File: src/rtl/ldpcenc_arb_if.sv
// Requester and encoder handshake bundle for the four-way LDPC encoder input arbiter.
// The master modport is the requester/encoder side; the slave modport is the arbiter.
interface ldpcenc_arb_if;
    logic [3:0]   req_vld;
    logic [3:0]   req_sop;
    logic [15:0]  req_mode;
    logic [107:0] req_data;
    logic [3:0]   req_rdy;
    logic         enc_rdy_in;
    logic         enc_vld_in;
    logic         enc_sop_in;
    logic [3:0]   enc_mode_in;
    logic [26:0]  enc_data_in;
    logic [1:0]   gnt_id;
    logic         busy;
    logic         proto_err;

    modport master (
        output req_vld, req_sop, req_mode, req_data, enc_rdy_in,
        input  req_rdy, enc_vld_in, enc_sop_in, enc_mode_in, enc_data_in,
        input  gnt_id, busy, proto_err
    );

    modport slave (
        input  req_vld, req_sop, req_mode, req_data, enc_rdy_in,
        output req_rdy, enc_vld_in, enc_sop_in, enc_mode_in, enc_data_in,
        output gnt_id, busy, proto_err
    );
endinterface

File: src/rtl/ldpcenc_arb.sv
// Four-requester packet arbiter feeding an LDPC encoder; packets are locked for their full length.
// Define LDPCENC_ARB_RR_EN for round-robin arbitration; otherwise fixed priority (lowest index wins).
module ldpcenc_arb (
    input  logic          clk,
    input  logic          rst_n,
    ldpcenc_arb_if.slave  bus
);
    typedef enum logic [1:0] {IDLE, XFER, DRAIN} state_t;

    state_t      state, state_nxt;
    logic [6:0]  cnt, cnt_nxt;
    logic [1:0]  gnt_q, gnt_nxt;
    logic [3:0]  mode_q, mode_nxt;
    logic        drain_first, drain_first_nxt;
    logic [3:0]  cand;
    logic        win_found;
    logic [1:0]  win;
    logic [1:0]  sel;
    logic        accept;
    logic [6:0]  sym;
    logic [6:0]  pkt_len;
    logic [26:0] data_arr [4];
    logic [3:0]  mode_arr [4];
`ifdef LDPCENC_ARB_RR_EN
    logic [1:0]  ptr, ptr_nxt;
`endif

    always_comb begin
        for (int i = 0; i < 4; i++) begin
            data_arr[i] = bus.req_data[27*i +: 27];
            mode_arr[i] = bus.req_mode[4*i +: 4];
        end
    end

    // Scanning downward lets the lowest-priority-offset candidate overwrite the others.
    always_comb begin
        cand      = bus.req_vld & bus.req_sop & {4{bus.enc_rdy_in}};
        win_found = |cand;
        win       = 2'd0;
        for (int k = 3; k >= 0; k--) begin
`ifdef LDPCENC_ARB_RR_EN
            if (cand[ptr + 2'(k)]) win = ptr + 2'(k);
`else
            if (cand[k]) win = 2'(k);
`endif
        end
    end

    always_comb begin
        case (mode_q[1:0])
            2'd0:    sym = 7'd12;
            2'd1:    sym = 7'd16;
            2'd2:    sym = 7'd18;
            default: sym = 7'd20;
        endcase
        case (mode_q[3:2])
            2'd0:    pkt_len = sym;
            2'd1:    pkt_len = sym << 1;
            2'd2:    pkt_len = (sym << 1) + sym;
            default: pkt_len = sym << 2;
        endcase
    end

    always_comb begin
        state_nxt       = state;
        cnt_nxt         = cnt;
        gnt_nxt         = gnt_q;
        mode_nxt        = mode_q;
        drain_first_nxt = drain_first;
`ifdef LDPCENC_ARB_RR_EN
        ptr_nxt         = ptr;
`endif
        bus.req_rdy     = 4'd0;
        bus.enc_vld_in  = 1'b0;
        bus.enc_sop_in  = 1'b0;
        bus.proto_err   = 1'b0;
        bus.enc_mode_in = mode_q;
        sel             = gnt_q;
        accept          = 1'b0;
        case (state)
            IDLE: begin
                sel             = win;
                bus.enc_mode_in = mode_arr[win];
                if (win_found) begin
                    bus.req_rdy[win] = 1'b1;
                    bus.enc_vld_in   = 1'b1;
                    bus.enc_sop_in   = 1'b1;
                    gnt_nxt          = win;
                    mode_nxt         = mode_arr[win];
                    cnt_nxt          = 7'd1;
                    state_nxt        = XFER;
`ifdef LDPCENC_ARB_RR_EN
                    ptr_nxt          = win + 2'd1;
`endif
                end
            end
            XFER: begin
                accept             = bus.req_vld[gnt_q] & bus.enc_rdy_in;
                bus.req_rdy[gnt_q] = bus.enc_rdy_in;
                bus.enc_vld_in     = accept;
                if (accept) begin
                    cnt_nxt       = cnt + 7'd1;
                    bus.proto_err = bus.req_sop[gnt_q];
                    if (cnt + 7'd1 == pkt_len) begin
                        state_nxt       = DRAIN;
                        drain_first_nxt = 1'b1;
                    end
                end
            end
            DRAIN: begin
                if (drain_first) drain_first_nxt = 1'b0;
                else if (bus.enc_rdy_in) state_nxt = IDLE;
            end
            default: state_nxt = IDLE;
        endcase
        bus.enc_data_in = data_arr[sel];
        // Handshake outputs are forced quiet while reset is held, whatever the state register holds.
        if (!rst_n) begin
            bus.req_rdy    = 4'd0;
            bus.enc_vld_in = 1'b0;
            bus.enc_sop_in = 1'b0;
            bus.proto_err  = 1'b0;
        end
        bus.busy   = rst_n && (state != IDLE);
        bus.gnt_id = gnt_q;
    end

    always_ff @(posedge clk) begin
        if (!rst_n) begin
            state       <= IDLE;
            cnt         <= 7'd0;
            gnt_q       <= 2'd0;
            mode_q      <= 4'd0;
            drain_first <= 1'b0;
`ifdef LDPCENC_ARB_RR_EN
            ptr         <= 2'd0;
`endif
        end else begin
            state       <= state_nxt;
            cnt         <= cnt_nxt;
            gnt_q       <= gnt_nxt;
            mode_q      <= mode_nxt;
            drain_first <= drain_first_nxt;
`ifdef LDPCENC_ARB_RR_EN
            ptr         <= ptr_nxt;
`endif
        end
    end
endmodule

File: src/flat_wrapper.sv
// flat-port wrapper written by rule: the top's interface ports become plain ports
module ldpcenc_arb_flat 
  (clk, rst_n, bus_req_vld, bus_req_sop, bus_req_mode, bus_req_data, bus_enc_rdy_in, bus_req_rdy, bus_enc_vld_in, bus_enc_sop_in, bus_enc_mode_in, bus_enc_data_in, bus_gnt_id, bus_busy, bus_proto_err);
  ldpcenc_arb_if bus_i ();
  input  logic clk;
  input  logic rst_n;
  input wire logic [$bits(bus_i.req_vld)-1:0] bus_req_vld;
  input wire logic [$bits(bus_i.req_sop)-1:0] bus_req_sop;
  input wire logic [$bits(bus_i.req_mode)-1:0] bus_req_mode;
  input wire logic [$bits(bus_i.req_data)-1:0] bus_req_data;
  input wire logic [$bits(bus_i.enc_rdy_in)-1:0] bus_enc_rdy_in;
  output wire logic [$bits(bus_i.req_rdy)-1:0] bus_req_rdy;
  output wire logic [$bits(bus_i.enc_vld_in)-1:0] bus_enc_vld_in;
  output wire logic [$bits(bus_i.enc_sop_in)-1:0] bus_enc_sop_in;
  output wire logic [$bits(bus_i.enc_mode_in)-1:0] bus_enc_mode_in;
  output wire logic [$bits(bus_i.enc_data_in)-1:0] bus_enc_data_in;
  output wire logic [$bits(bus_i.gnt_id)-1:0] bus_gnt_id;
  output wire logic [$bits(bus_i.busy)-1:0] bus_busy;
  output wire logic [$bits(bus_i.proto_err)-1:0] bus_proto_err;
  assign bus_i.req_vld = bus_req_vld;
  assign bus_i.req_sop = bus_req_sop;
  assign bus_i.req_mode = bus_req_mode;
  assign bus_i.req_data = bus_req_data;
  assign bus_i.enc_rdy_in = bus_enc_rdy_in;
  assign bus_req_rdy = bus_i.req_rdy;
  assign bus_enc_vld_in = bus_i.enc_vld_in;
  assign bus_enc_sop_in = bus_i.enc_sop_in;
  assign bus_enc_mode_in = bus_i.enc_mode_in;
  assign bus_enc_data_in = bus_i.enc_data_in;
  assign bus_gnt_id = bus_i.gnt_id;
  assign bus_busy = bus_i.busy;
  assign bus_proto_err = bus_i.proto_err;
  ldpcenc_arb u_core (.clk(clk), .rst_n(rst_n), .bus(bus_i));
endmodule
File: config.mk
export PLATFORM = sky130hd
export DESIGN_NAME = ldpcenc_arb_flat
export DESIGN_NICKNAME = d
export VERILOG_FILES = /design/src/rtl/ldpcenc_arb_if.sv /design/src/rtl/ldpcenc_arb.sv /design/src/flat_wrapper.sv
export SDC_FILE = /design/constraint.sdc
export NUM_CORES = 1
export LEC_CHECK = 0
export BUFFER_PORTS_ARGS = -buffer_cell sky130_fd_sc_hd__buf_4
export CELL_PAD_IN_SITES_DETAIL_PLACEMENT = 2
export CELL_PAD_IN_SITES_GLOBAL_PLACEMENT = 2
export CORE_AREA = 2 2 157 82
export CTS_CLUSTER_DIAMETER = 60
export DETAILED_ROUTE_END_ITERATION = 7
export DIE_AREA = 0 0 159 84
export HOLD_SLACK_MARGIN = 0.1
export PLACE_DENSITY = 0.88
export SLEW_MARGIN = 20
export SYNTH_ARGS = -nofsm -noshare
export SYNTH_HDL_FRONTEND = slang
export SYNTH_SLANG_ARGS = --single-unit
File: constraint.sdc
create_clock -name clk -period 2.3 [get_ports clk]
set_input_delay 0.115 -clock clk [delete_from_list [all_inputs] [get_ports clk]]
set_output_delay 0.115 -clock clk [all_outputs]
set_load 0.02 [all_outputs]
---- Yosys cells after proc, flatten, opt, wreduce, memory -nomap -nowiden ----
Cells that the tools add are included.
operators by class
  add/sub/neg operators ................... 2
  equality and inequality tests ........... 12
  multiplexer cells ....................... 45
  reduce and logical (&&, ||, !) cells .... 14
  magnitude comparators ................... 6
  bitwise logic cells ..................... 6
operator list
  operator                                                              number
  27-bit binary-select mux with 2-bit select                            1
  27-bit 2-to-1 mux                                                     2
  7-bit case mux with 3 select lines                                    1
  2-bit 2-to-1 mux                                                      10
  4-bit 2-to-1 mux                                                      5
  5-bit case mux with 3 select lines                                    1
  7-bit 2-to-1 mux                                                      2
  7-bit case mux with 2 select lines                                    1
  1-bit 2-to-1 mux                                                      13
  4-bit AND                                                             3
  4-bit binary-select mux with 2-bit select                             1
  4-bit case mux with 2 select lines                                    1
  6-bit by 5-bit adder with 7-bit output                                1
  7-bit by 1-bit adder with 7-bit output, second input constant         1
  7-bit == test                                                         1
  2-bit by 1-bit == test with 1-bit output, second input constant       3
  2-bit == test, second input constant                                  3
  3-bit greater-or-equal comparator, second input constant              2
  2-bit logical NOT                                                     3
  2-bit by 3-bit < comparator with 1-bit output, second input constant  2
  2-bit by 1-bit != test with 1-bit output, second input constant       3
  2-bit inverter with 3-bit output                                      2
  2-bit case mux with 3 select lines                                    1
  3-bit AND reduction                                                   2
  other kinds (11)                                                      20
word-level totals
  input port bits ......................... 135
  register bits ........................... 16
  logic and storage cells ................. 90

---- Longest topological paths before layout ----
  depth in word-level cells ............... 13
  depth in mapped cells ................... 9

---- Worst setup path after synthesis ----
No wires, ideal clock.
  kind .................................... register to register
  start point ............................. reg u_core.mode_q[0]
  end point ............................... reg u_core.state[0]
  stages on the path, launching flop included .. 10
  path buffers ............................ 0
  data arrival time ....................... 2.106 ns
  required time ........................... 2.228 ns
  setup slack ............................. 0.123 ns
  clock period less this slack ............ 2.177 ns
  cell sequence ........................... dfxtp_1 > inv_1 > ha_1 > inv_1 > mux4_2 > o21bai_1 > a31oi_1 > o221ai_2 > a21oi_1 > mux2i_1
between the ends
  longest elaborated chain between the ends .. 7
  elaborated cells on any way between the ends .. 9
  those cells by class .................... add/sub: 1; eq/ne: 4; mux: 2; reduce/logical: 2
RTL lines
  what                                                  line                RTL
  start: declaration                                    ldpcenc_arb.sv:13   logic [3:0] mode_q, mode_nxt;
  start signal: assignment                              ldpcenc_arb.sv:142  mode_q <= mode_nxt;
  2-bit == test (tied with other cells)                 ldpcenc_arb.sv:50   case (mode_q[1:0])
  5-bit case mux with 3 select lines *                  ldpcenc_arb.sv:50
  6-bit by 5-bit adder with 7-bit output                ldpcenc_arb.sv:59   2'd2: pkt_len = (sym << 1) + sym;
  7-bit case mux with 3 select lines *                  ldpcenc_arb.sv:56   case (mode_q[3:2])
  7-bit == test *                                       ldpcenc_arb.sv:104  if (cnt + 7'd1 == pkt_len) begin
  2-bit by 1-bit != test with 1-bit output (no line) *  n/a
  5-bit AND reduction (no line) *                       n/a
  end signal: assignment                                ldpcenc_arb.sv:139  state <= state_nxt;
  end: declaration                                      ldpcenc_arb.sv:10   state_t state, state_nxt;
Mark *: on every way between the ends. The rest lies on a longest branch, timed or not.
A chain may end at the register's enable or synchronous reset.

---- Final worst setup path ----
  start point ............................. reg u_core.state[0]
  end point ............................... out bus_enc_data_in[4]
between the ends
  longest elaborated chain between the ends .. 6
RTL lines
  what                                                    line                RTL
  2-bit logical NOT                                       ldpcenc_arb.sv:80   case (state)
  2-bit 2-to-1 mux                                        ldpcenc_arb.sv:80
  2-bit inverter with 3-bit output (implied by the code)  ldpcenc_arb.sv:116  bus.enc_data_in = data_arr[sel];
  27-bit binary-select mux with 2-bit select              ldpcenc_arb.sv:116
  27-bit 2-to-1 mux (implied by the code) (2 in series)   ldpcenc_arb.sv:116
  end: declaration                                        flat_wrapper.sv:16  output wire logic [$bits(bus_i.enc_data_in)-1:0] bus_enc_data_in;
No other way between the ends. The select of a mux whose other input is x is not followed.

==> metrics <==
Synth Instances 218; synthesized area between 2000 and 2500 um^2; HPWL Detailed 9419 um; Die H 84 um; DRC 0; Initial DRC Count 99; Slew HR 47.74%; Hold Vio Cnt, Final 0; TritonCTS clock tree yes; gr usage total 16.44%; CTS H-Tree Depth 1; Comb power frac 67.1%; Crit path max-delay family multiplexers; Post-Route WL 11,680 um; Pins Over Slew Limit 0; sw power 0.0009170 W; Worst R2R End u_core.drain_first; Sw Share a little over 40%; Worst Setup Start Kind flop; post-synthesis cell type count 49; worst path bufs/invs 3; gpl congestion 0.8181; PwrDens 564.6 nW/um^2; Final nets 543; Routed Antenna Nets 0; First-pass DRT Iterations 4; clock group share of total power 17.6%; Max stage delay on crit path 0.57 ns; largest cells by area after synthesis mux4_2 (27%), dfxtp_1 (14%), mux4_1 (8.3%); RSZ-0062 raised after global routing true; routed vias/inst 4.639; Layout area overhead 80.44%; CP Cell Sequence inv_2 > ha_4 > mux2i_4 > buf_12 > mux4_1 > buf_4; Synth top area share 27.32%; post-synthesis async set-or-reset flop share 0%; Reg-to-Reg Start u_core.mode_q[0]; initial antenna violation count 0; later-pin clock latency in the skew report 0.25 ns; n_diodes 0; Starting Density roughly 18%; hold depth 2; Fmax achieved approximately 0.44 GHz; number of flops mapped to enable cells by yosys 0; Crit. Startpoint u_core.state[0]; status finished, final reports clean; most frequent cells in the layout buf_4 (187), mux4_2 (27), nand2_1 (20), dfxtp_1 (14), nor2_1 (12); layout cell share with drive strength beyond 1 63.32%; first-pass GRT wire length 17,080 um; min-delay worst type in -> reg; number of cell rows 29; Clock Sink Count 16; Die Width 159 um; hold buffer count at CTS 0; total number of vias about 2,600; CP required 2.18 ns; total die area 13,360 um^2; WHS approximately 0.24 ns; Pleak 1.843 nW; fin crit period 2.264 ns; most common cell after layout, fill and taps aside buf_4; Hold Startpoint rst_n; Max VDD drop between 0.0002 and 0.0003 V; Seq cells post-synth 16; FF-to-FF setup slack around 0.11 ns; clk buf depth 2; Tot Pwr 0.002267 W; I/O pin cnt approximately 180; Worst Hold End u_core.state[1]; Avg Cell Area, Syn 10.21 um^2; core area 12,190 um^2; total congestion overflow 0; actual slew at the worst max-slew pin 0.7757 ns; post-synthesis sequential area ratio 14.39%; CP endpoint kind output pin; largest net degree at the start of global routing 29; crit path DAT ~2.2 ns; Tcrit/Tclk final 98.43%; Root Driver clkbuf_16; port bufs 175; Worst-path clk slew 0.06 ns; cts bufs inserted 3; Seq pwr share 15.3%; syn_nets around 360; Final Skew around 0.0062 ns; Synth Warn # 0; CP max FO 14; Slowest-stage cell, CP mux4_1; cell-internal power approximately 0.0014 W; vias in the first global route roughly 3,000; routed len/inst roughly 20 um; Reg2Reg Depth 10; Synth Flop Type dfxtp_1; max cap viols 0; crit path kind reg -> out; final setup violation count 0; cell taking the most area after synthesis mux4_2
-- power groups by stage --
stage	Clock (W)	Combinational, W	Sequential [W]
2_1_floorplan	0	0.000809	0.000343
3_3_place_gp	0	0.00135	0.000346
3_5_place_dp	0	0.00141	0.000349
4_1_cts	0.000398	0.00150	0.000344
5_1_grt	0.000417	0.00162	0.000352
6_report	0.000398	0.00152	0.000348
-- cells in the mapped netlist (3+ instances only) --
cell and count:
buf_2 6, nand2b_1 3, and3_1 6, o21ai_0 13, ha_1 9, nand3_1 10, inv_1 9, a21boi_1 3
nor2_1 12, clkbuf_1 5, nor2b_1 10, dfxtp_1 16, nand2_1 20, a21boi_0 6, mux4_1 7, nor3b_1 3
mux2i_1 8, buf_6 3, mux4_2 27
-- logic make-up after synthesis --
family	Yosys count	share of synthesized area, %
and+or+nand+nor	77	17.88
muxes	46	41.82
AOI/OAI and AO/OA	40	12.53
buffers and inverters	26	6.127
DFF	16	14.39
adders and majority gates	9	5.059
xor gates and xnor gates	4	2.192
-- worst max-delay path by stage --
stage                               endpoint  slack, ns  cells after the start
after floorplan              u_core.state[0]       0.12                      9
after global placement       u_core.state[0]       0.12                      9
after detailed placement  u_core.drain_first      -0.02                      9
after CTS                 u_core.drain_first      0.004                      9
after global routing         u_core.state[0]      -0.04                     10
final                     bus_enc_data_in[4]       0.04                      6
-- worst register-to-register path: stages (launching register included) --
cell and delay [ns]:
dfxtp_2 0.34, inv_2 0.06, buf_6 0.13, ha_4 0.15
and2_1 0.16, o31a_1 0.36, mux2i_2 0.26, a21boi_2 0.10
o221ai_2 0.25, o22ai_2 0.11, mux2i_1 0.14
-- state kept, by name (all words and copies together) (netlist names) --
| register | count |
|---|---|
| u_core.bus.gnt_id | 2 |
| u_core.cnt | 7 |
| u_core.drain_first | 1 |
| u_core.state | 2 |
| u_core.mode_q | 4 |
-- stage by stage --
step                      utilization (%)  setup WS, ns  std cells  setup TNS [ns]  cell area, um^2
after global placement              31.12        0.1195        561               0             3794
final                               32.94       0.03616        568               0             4016
after detailed placement            31.12      -0.01815        561        -0.02858             3794
after floorplan                         -        0.1228        218               0             2226
after CTS                           32.63      0.003541        568               0             3978
after global routing                32.94      -0.03989        568         -0.1536             4016
-- routing by layer --
layer | GRT usage, % | vias up | wire length, um
met3 | 2.136 | 10 | 405
met4 | 2.893 | 0 | 112
li1 | - | 1208 | -
met2 | 28.93 | 77 | 5957
met5 | 0 | - | 0
met1 | 21.86 | 1340 | 5204
-- final cells by class --
cell class,count,area (um^2)
sequential,16,322.8
clock buffer,4,88.84
fill,1376,8175
multi-input combinational,176,1867
inverter,10,38.79
timing repair buffer,192,1486
tap,170,212.7
-- timing repair --
item	4_1_cts	5_1_grt
endpoints found under the setup margin	29	30
resized for setup	9	18
buffers inserted	2	1
pin swaps	2	7
gates cloned	1	0
(Power assumes the default switching activity.)
